$ cat config.mk
export PLATFORM = sky130hd
export DESIGN_NAME = enemy_wave_ctrl
export DESIGN_NICKNAME = d
export VERILOG_FILES = /design/src/rtl/enemy_wave_pkg.sv /design/src/rtl/enemy_slot_timer.sv /design/src/rtl/enemy_wave_ctrl.sv
export SDC_FILE = /design/constraint.sdc
export NUM_CORES = 1
export LEC_CHECK = 0
export ABC_AREA = 1
export CAP_MARGIN = 30
export CORE_MARGIN = 3
export CORE_UTILIZATION = 60
export CTS_CLUSTER_SIZE = 8
export DETAILED_ROUTE_END_ITERATION = 16
export GPL_ROUTABILITY_DRIVEN = 0
export PLACE_DENSITY = 0.81
export REMOVE_ABC_BUFFERS = 1
export SYNTH_ARGS = -nofsm -noshare
export SYNTH_HDL_FRONTEND = slang
export SYNTH_HIERARCHICAL = 1
export SYNTH_SLANG_ARGS = --single-unit
$ cat constraint.sdc
create_clock -name i_clk -period 6.6 [get_ports i_clk]
set_clock_uncertainty 0.05 [all_clocks]
set_input_delay 1.32 -clock i_clk [delete_from_list [all_inputs] [get_ports i_clk]]
set_output_delay 1.32 -clock i_clk [all_outputs]
set_load 0.01 [all_outputs]
$ cat src/rtl/enemy_wave_pkg.sv
// Shared types and helpers for the enemy wave scheduler: FSM state encoding,
// slot/gap timer sizing and per-wave kill quota.
package enemy_wave_pkg;

  typedef enum logic [1:0] {
    ST_IDLE   = 2'd0,
    ST_ACTIVE = 2'd1,
    ST_GAP    = 2'd2,
    ST_WON    = 2'd3
  } wave_state_t;

  // One width serves slot timers and the gap timer: the largest value any of them loads.
  function automatic int tmr_width(input int respawn, input int n_slots,
                                   input int stagger, input int gap);
    int m;
    m = respawn;
    if ((n_slots - 1) * stagger + 1 > m) m = (n_slots - 1) * stagger + 1;
    if (gap > m) m = gap;
    return (m < 1) ? 1 : $clog2(m + 1);
  endfunction

  function automatic logic [7:0] quota(input logic [3:0] wave, input int base, input int step);
    logic [7:0] b;
    logic [7:0] s;
    b = base[7:0];
    s = step[7:0];
    return b + s * {4'd0, wave};
  endfunction

endpackage

$ cat src/rtl/enemy_slot_timer.sv
// One enemy slot: dead/alive status, spawn countdown in animation frames,
// one-clock ship reset pulse on spawn and hit acceptance.
module enemy_slot_timer
  import enemy_wave_pkg::*;
#(
  parameter int TW             = 8,
  parameter int RESPAWN_FRAMES = 120
) (
  input  logic          i_clk,
  input  logic          i_rst_n,
  input  logic          i_load,
  input  logic [TW-1:0] i_load_val,
  input  logic          i_tick,
  input  logic          i_hit,
  input  logic          i_kill_all,
  output logic          o_rst,
  output logic          o_alive,
  output logic          o_hit_acc
);

  localparam logic [TW-1:0] RESP = TW'(RESPAWN_FRAMES);

  logic [TW-1:0] tmr;

  // Kept independent of i_kill_all: the top derives kill-all from this signal.
  assign o_hit_acc = i_hit & o_alive;

  always_ff @(posedge i_clk or negedge i_rst_n) begin
    if (!i_rst_n) begin
      tmr     <= '0;
      o_rst   <= 1'b0;
      o_alive <= 1'b0;
    end else begin
      o_rst <= 1'b0;
      if (i_load) begin
        tmr     <= i_load_val;
        o_alive <= 1'b0;
      end else if (i_kill_all) begin
        tmr     <= '0;
        o_alive <= 1'b0;
      end else if (o_hit_acc) begin
        tmr     <= RESP;
        o_alive <= 1'b0;
      end else if (o_rst) begin
        o_alive <= 1'b1;
      end else if (!o_alive && i_tick && tmr != '0) begin
        tmr <= tmr - 1'b1;
        if (tmr == TW'(1)) o_rst <= 1'b1;
      end
    end
  end

endmodule

$ cat src/rtl/enemy_wave_ctrl.sv
// Wave scheduler for the enemy ship pool: staggered spawns, respawn, kill
// counting against a per-wave quota, inter-wave gap and final-wave win.
module enemy_wave_ctrl
  import enemy_wave_pkg::*;
#(
  parameter int N_SLOTS        = 4,
  parameter int RESPAWN_FRAMES = 120,
  parameter int STAGGER_FRAMES = 30,
  parameter int GAP_FRAMES     = 60,
  parameter int MAX_WAVE       = 7,
  parameter int QUOTA_BASE     = 4,
  parameter int QUOTA_STEP     = 2
) (
  input  logic               i_clk,
  input  logic               i_rst_n,
  input  logic               i_ani_stb,
  input  logic               i_paused,
  input  logic               i_start,
  input  logic [N_SLOTS-1:0] i_hit,
  output logic [N_SLOTS-1:0] o_slot_rst,
  output logic [N_SLOTS-1:0] o_animate,
  output logic [N_SLOTS-1:0] o_alive,
  output logic [3:0]         o_wave,
  output logic [7:0]         o_kills,
  output logic [1:0]         o_state,
  output logic               o_wave_done
);

  localparam int TW = tmr_width(RESPAWN_FRAMES, N_SLOTS, STAGGER_FRAMES, GAP_FRAMES);
  localparam int CW = $clog2(N_SLOTS + 1);

  wave_state_t        state, state_nxt;
  logic               tick, act, load, kill_all, met, gap_adv;
  logic [N_SLOTS-1:0] hit_q, hit_acc;
  logic [CW-1:0]      inc;
  logic [7:0]         q, wave_kills, room, add;
  logic [8:0]         ksum;
  logic [TW-1:0]      gap_tmr;

  assign tick  = i_ani_stb & ~i_paused;
  assign act   = (state == ST_ACTIVE);
  assign hit_q = i_hit & {N_SLOTS{act & ~i_paused}};

  for (genvar k = 0; k < N_SLOTS; k++) begin : g_slot
    enemy_slot_timer #(
      .TW             (TW),
      .RESPAWN_FRAMES (RESPAWN_FRAMES)
    ) u_slot (
      .i_clk      (i_clk),
      .i_rst_n    (i_rst_n),
      .i_load     (load),
      .i_load_val (TW'(k * STAGGER_FRAMES + 1)),
      .i_tick     (tick & act),
      .i_hit      (hit_q[k]),
      .i_kill_all (kill_all),
      .o_rst      (o_slot_rst[k]),
      .o_alive    (o_alive[k]),
      .o_hit_acc  (hit_acc[k])
    );
  end

  always_comb begin
    inc = '0;
    for (int k = 0; k < N_SLOTS; k++) inc = inc + CW'(hit_acc[k]);
  end

  // Increment is clamped to what the quota still has room for; the game total takes the same step.
  assign q    = quota(o_wave, QUOTA_BASE, QUOTA_STEP);
  assign room = q - wave_kills;
  assign met  = act && (8'(inc) >= room);
  assign add  = (8'(inc) >= room) ? room : 8'(inc);
  assign ksum = {1'b0, o_kills} + {1'b0, add};

  always_ff @(posedge i_clk or negedge i_rst_n) begin
    if (!i_rst_n) state <= ST_IDLE;
    else          state <= state_nxt;
  end

  always_comb begin
    state_nxt = state;
    load      = 1'b0;
    kill_all  = 1'b0;
    gap_adv   = 1'b0;
    case (state)
      ST_IDLE: if (i_start) begin
        state_nxt = ST_ACTIVE;
        load      = 1'b1;
      end
      ST_ACTIVE: if (met) begin
        kill_all  = 1'b1;
        state_nxt = (o_wave == 4'(MAX_WAVE)) ? ST_WON : ST_GAP;
      end
      ST_GAP: if (tick && gap_tmr <= TW'(1)) begin
        gap_adv   = 1'b1;
        load      = 1'b1;
        state_nxt = ST_ACTIVE;
      end
      ST_WON:  ;
      default: state_nxt = ST_IDLE;
    endcase
  end

  always_ff @(posedge i_clk or negedge i_rst_n) begin
    if (!i_rst_n) begin
      o_wave      <= '0;
      o_kills     <= '0;
      wave_kills  <= '0;
      gap_tmr     <= '0;
      o_wave_done <= 1'b0;
    end else begin
      o_wave_done <= met;
      if (state == ST_IDLE && i_start) begin
        o_wave     <= '0;
        o_kills    <= '0;
        wave_kills <= '0;
      end else if (act) begin
        wave_kills <= wave_kills + add;
        o_kills    <= ksum[8] ? 8'hFF : ksum[7:0];
      end else if (gap_adv) begin
        o_wave     <= o_wave + 1'b1;
        wave_kills <= '0;
      end
      if (met) gap_tmr <= TW'(GAP_FRAMES);
      else if (state == ST_GAP && tick && gap_tmr != '0) gap_tmr <= gap_tmr - 1'b1;
    end
  end

  assign o_animate = o_alive;
  assign o_state   = state;

endmodule
==> summary.txt <==
Floorplanning
  – Row count: 33
  – CORE AREA: 8260 sq um
  – Die Area: 9650 sq um
  – # IOs: 36
  – Initial core utilization: 61.8%
  – Chip Width: 98.2 um
  – Die height: 98.2 um

STA
  – Max-slew violations: 0
  – Final Hold Viols: 0
  – Tcrit/Tclk final: between 80% and 90%
  – RSZ-0062 raised after global routing: false
  – Fmax achieved: between 150 and 200 MHz
  – Hold Slack: 0.436 ns
  – # setup viols final: 0
  – Minimum clock period: 5.90 ns
  – Slew margin rel.: approximately 40%
  – Setup TNS: 0 ns
  – Slew @ Worst Pin: 0.885 ns

Clock network
  – H-tree depth: 3
  – Clock sink count: 66
  – CTS Buffer Depth: 2
  – CTS tree: done
  – CTS clk-pin slew, worst paths: 0.07 ns
  – Hold-fix buffers, CTS: 0
  – CTS resizes: 0
  – Post-CTS Setup Inserts: 0
  – Cts bufs inserted: 9
  – Clk root buf: clkbuf_8
  – Worst skew pair latency: 0.35 ns

Yosys
  – Predominant post-synthesis flop cell: dfrtp_1
  – Register area share after synthesis: 32.4%
  – Synth top area cells: dfrtp_1, nand2_1, ha_1
  – EDFF count, synth: 0
  – Syn avg cell area: 7.29 sq um
  – Post-synth top area cell: dfrtp_1
  – Post-synthesis async set-or-reset flop share: 100%
  – Synth warnings: 6
  – Multiplexer area fraction after synthesis: 0%
  – Largest family of logic cells by synthesized area: simple AND/OR/NAND/NOR gates
  – Area share of fa/ha/maj cells after synthesis: 10.6%
  – Flops & latches, synth: 66
  – Synthesized area: 5100 sq um
  – Xor and xnor area share after synthesis: 1.72%
  – Share of the synthesized area in the top cell type: 32.4%
  – Distinct cell type count after synthesis: 43
  – Post-synthesis compound-gate area fraction: 8.07%
  – Synth Area in Simple Gates: 37.8%
  – Cells after synthesis: 700

Global routing
  – Largest net degree at the start of global routing: 67
  – Global-route wire length before repair: 20.7 mm
  – Vias in the first global route: 4716
  – Initial antenna violation count: 0
  – Overflow after GRT: 0
  – Total track usage: 25.9%

Place
  – Hpwl dp: about 8.8 mm
  – # port buffers: 35
  – Dpl cells: 866
  – Placed Area: 5640 sq um

Cells and area
  – Commonest non-fill, non-tap cell in the layout: nand2_1
  – Layout Area Growth over Synthesis: 13.6%
  – Final Util: between 70% and 80%
  – Nets@finish: roughly 820
  – Layout cell share with drive strength beyond 1: 9.42%
  – Most frequent cells in the layout: nand2_1, inv_1, dfrtp_1, nand3_1, nor2_1
  – # diodes: 0
  – Final Non-Filler Cells: 880
  – Final Instance Area: 5800 sq um

Power
  – Sw Pwr: roughly 170 uW
  – Lkg Pwr: ~3.2 nW
  – Worst vdd ir: 98.3 uV
  – Internal Dissipation: 557 uW
  – Combinational fraction of design power: 3.6%
  – Flop pwr share: 55.8%
  – Clock share of power: 40.5%
  – Pwr dens: approximately 130 nW/um^2
  – Switching share of power: 23.3%

Detailed routing
  – Total Wirelength: 11.8 mm
  – Pre-antenna DRT Iters: 4
  – ANT nets after route: 0
  – Detail-routed via count per cell: between 5 and 6
  – DRC: 0
  – Wirelength per Cell: 13.4 um
  – Vias: 4604
  – DRT iter0 DRCs: 176

Job
  – Max cap viols: 0

Outcome
  – Outcome: completed

Setup path
  – Critical Path RT: approximately 6.8 ns
  – CP Class: in2reg
  – Crit Path Max Fanout: 6
  – CP Capture Type: register
  – Type of origin of the critical path: input port
  – Critical path arrival: 6.06 ns

Min path
  – Hold WC Path Type: reg2reg
[cells by family (layout without fill, tap and decap cells)]
group | count (synthesis) | after routing
buffers and inverters | 110 | 153
AND/OR/NAND/NOR | 400 | 400
XOR/XNOR | 10 | 10
adder cells (fa/ha/maj) | 41 | 41
other | 2 | 34
flip-flops | 66 | 66
AO/OA/AOI/OAI | 71 | 71
[synthesized netlist by cell type (5+ instances only)]
cell type / number
nand2_1: 237
inv_1: 86
dfrtp_1: 66
nand3_1: 53
nor2_1: 43
ha_1: 37
o21ai_0: 30
nand4_1: 16
a21oi_1: 11
inv_2: 10
nand2_4: 8
o21ai_1: 8
xor2_1: 7
nand2_2: 6
buf_4: 5
nor2_2: 5
nor2_4: 5
[power by group through the flow]
stage | clock [mW] | combinational [mW] | sequential (mW)
after detailed placement | 0 | 0.0263 | 0.413
after floorplan | 0 | 0.0101 | 0.413
after global routing | 0.313 | 0.0307 | 0.405
final | 0.294 | 0.0264 | 0.405
after global placement | 0 | 0.0259 | 0.413
after CTS | 0.299 | 0.0262 | 0.405
[layer usage]
layer | track usage (%) | wire, um
met4 | 9.56 | 288
met3 | 4.14 | 489
met2 | 47.6 | 6040
met1 | 30.2 | 4960
met5 | 0 | 0
[cell type report]
cell class | count | area (sq um)
clock buffer | 14 | 153
sequential | 66 | 1650
tap | 105 | 131
multi-input combinational | 556 | 3100
timing repair buffer | 39 | 375
inverter | 100 | 385
fill | 716 | 2460
[state kept, by name (all words and copies together), names as in the netlist]
name                   count
o_state                    2
o_wave                     4
g_slot.u_slot/o_rst        4
g_slot.u_slot/o_alive      4
o_kills                    8
gap_tmr                    7
g_slot.u_slot/tmr         28
wave_kills                 8
o_wave_done                1
[metrics by stage]
stage                     worst slack, ns  power (mW)
after floorplan                      1.24       0.423
after global placement              0.484       0.439
after detailed placement            0.340       0.439
after CTS                           0.669       0.730
after global routing                0.258       0.748
final                               0.698       0.726
[worst paths after layout]
check                                              from                 endpoint  slack, ns  cells past startpoint
worst max-delay path                           i_paused               o_kills[4]       0.70                     28
worst min-delay path            g_slot[0].u_slot/tmr[6]  g_slot[0].u_slot/tmr[6]       0.44                      2
worst max register to register               o_state[0]               o_kills[4]       1.22                     31
worst min register to register  g_slot[0].u_slot/tmr[6]  g_slot[0].u_slot/tmr[6]       0.44                      2
max in group asynchronous                       i_rst_n   g_slot[3].u_slot/o_rst       4.80                      2
min in group asynchronous                       i_rst_n                o_wave[0]       1.12                      2
[worst max-delay path, cell delays in order]
cell	delay [ns]
clkdlybuf4s50_1	0.47
or2_2	0.38
nor2_1	0.11
nand2_1	0.17
inv_1	0.10
inv_1	0.05
fa_1	0.53
inv_1	0.04
ha_1	0.18
ha_1	0.30
ha_1	0.29
nand2_1	0.05
nand2_1	0.05
nand2_1	0.04
nand2_1	0.05
nand2_1	0.05
nor2_2	0.11
nand3_2	0.13
o21ai_0	0.25
ha_1	0.23
inv_1	0.06
fa_1	0.38
nand3b_1	0.16
nand2_1	0.13
xor2_1	0.16
nand2_1	0.07
nand2_1	0.07
o21ai_0	0.12
No activity file was read; power rests on OpenSTA's default activity.
==> RTL edit, RTL diff (same settings) <==
Change the parameter `N_SLOTS` from 4 to 8.
--- a/src/rtl/enemy_wave_ctrl.sv
+++ b/src/rtl/enemy_wave_ctrl.sv
@@ -4,5 +4,5 @@
   import enemy_wave_pkg::*;
 #(
-  parameter int N_SLOTS        = 4,
+  parameter int N_SLOTS        = 8,
   parameter int RESPAWN_FRAMES = 120,
   parameter int STAGGER_FRAMES = 30,
Interface: changed (resized i_hit, o_alive, o_animate and o_slot_rst); port bits go from 36 to 52. No check against the original RTL was run, so the function may have changed too.
==> RTL edit against the original RTL <==
Wire length increased by 66%. Design area increased by 81%. First-iteration DRC count up 110%. Setup slack lost 0.43 ns. Sequential cell count rose by 45. Hold slack improved by 0.035 ns. Fmax is 6.9% lower. Area after synthesis increased by 73%. Count of clock-buffer cells in the layout decreased by 2. Final cell count up 76%. Sequential power up 68%. Power is 70% higher.
==> RTL edit: results (changes against the original RTL) <==
DRT Wirelength 19500 microns (+66%); WP data arrival 6.54 ns (+0.48 ns); Cells after DPL 1524 (+76%); peak supply drop 0.1097 mV (+12%); share of layout cells above drive strength 1 17.80% (+8.4 points); status completed; CTS root buf clkbuf_16; slowest CP cell fa_1; overall routing resource usage 24.86% (-1.0 points); Setup Fix Bufs, Post-CTS 0 (unchanged); Largest register FFs 64 (+130%); Async SR Flop Fraction 100.0% (unchanged); pre-CTS WS -0.6065 ns (-0.9468 ns); Area after DPL 10030 sq um (+78%); post-detail-place hpwl 13950 microns (+59%); critical path's top delay family adder cells; part of the Yosys area used for sequential elements 31.49% (-0.87 points); vias in the first global route 7720 (+64%); Hold Path Class reg2reg; iteration-0 DRC count of the detailed router 378 (+110%); number of port buffers 51 (+46%); most frequent cells after synthesis nand2_1, inv_1, dfrtp_1; drt pass-1 iters 5 (+1); Vias/cell 5.124 (-2.1%); Cells after Synth 1196 (+71%); H-Tree Depth 3 (unchanged); Slew headroom 26.84% (-14 points); CP peak stage delay 0.55 ns (+0.02 ns); Ant. Diodes 0 (unchanged); clock insertion delay at the later pin of the skew report 0.36 ns; Final nets 1436 (+75%); Synth cell types 39 (-9.3%); vias after detailed routing 7916 (+72%); first-pass GRT wire length 33800 microns (+63%); critical path peak fanout 5 (-1); largest net degree at the start of global routing 60 (-10%); Leak 5.349 nW (+69%); top area cells in the synthesized netlist dfrtp_1, nand2_1, ha_1, inv_1, nand3_1; CTS buffer count 9 (unchanged); CTS resizes 13 (+13)
==> RTL edit: cell types whose count changed after synthesis, sizes merged, moves of 4 or more <==
cell and change:
ha +18, buf +15, nand2 +180, a21boi -4, inv +63, nand3 +42, xnor2 +6, dfrtp +45
a22oi -4, nor4 +4, nor2 +57, o21ai +63, nand4 +5
==> RTL edit: power by group <==
part	switching (W)	total [W]	internal (W)	leakage (nW)
Clock	0.000256	0.000511	0.000255	0.123
Combinational	0.0000294	0.0000420	0.0000126	3.97
Sequential	0.000000838	0.000681	0.000680	1.26
Total	0.000286	0.00123	0.000948	5.35
==> RTL edit: layout make-up <==
| cell class | count | area, sq um |
|---|---|---|
| Multi-Input combinational cell | 961 | 5567 |
| Fill cell | 1104 | 3657 |
| Sequential cell | 111 | 2778 |
| Timing Repair Buffer | 114 | 1045 |
| Inverter | 164 | 620.6 |
| Clock buffer | 12 | 236.5 |
| Tap cell | 180 | 225.2 |
| Clock inverter | 3 | 21.27 |
==> RTL edit: path summary, 6_finish.rpt <==
check                                  startpoint                                  end  slack (ns)  cells past startpoint
setup / recovery                         i_paused               o_kills[3]$_DFFE_PN0P_        0.26                     32
hold / removal             o_kills[7]$_DFFE_PN0P_               o_kills[7]$_DFFE_PN0P_        0.47                      2
setup reg to reg           o_state[1]$_DFFE_PN0P_               o_kills[3]$_DFFE_PN0P_        0.69                     33
hold reg to reg            o_kills[7]$_DFFE_PN0P_               o_kills[7]$_DFFE_PN0P_        0.47                      2
max in group asynchronous                 i_rst_n  g_slot[4].u_slot/tmr[2]$_DFFE_PN0P_        4.74                      2
min in group asynchronous                 i_rst_n  g_slot[2].u_slot/tmr[4]$_DFFE_PN0P_        0.88                      1
==> RTL edit: metrics by stage <==
step,setup TNS [ns],hold WS [ns]
5_1_grt,-0.04335,0.5078
3_3_place_gp,-5.177,0.4528
3_5_place_dp,-11.92,0.4640
6_report,0,0.4705
2_1_floorplan,-1.281,0.4480
4_1_cts,0,0.4790
==> RTL edit: kinds of logic (layout without fill, tap and decap cells) <==
group | Yosys count | in the layout | synth area share [%]
adder cells (fa/ha/maj) | 62 | 62 | 9.390
other | 2 | 68 | 0.08514
flip-flops | 111 | 111 | 31.49
XOR/XNOR | 16 | 16 | 1.589
AND/OR/NAND/NOR | 689 | 689 | 38.75
AO/OA/AOI/OAI | 126 | 126 | 8.851
buffers and inverters | 190 | 293 | 9.844
==> RTL edit: tightest hold or removal path, cell delays in order (launching register included) <==
cell     delay (ns)
dfrtp_1        0.37
nand2_1        0.06
nand2_1        0.05
==> RTL edit: layer usage <==
layer / GRT usage (%) / vias up / share of wire (%)
met5: 0 / - / 0
met4: 10.66 / 0 / 2.8
met3: 2.801 / 36 / 3.1
met2: 42.81 / 150 / 49
met1: 31.76 / 3695 / 45
li1: - / 4035 / -
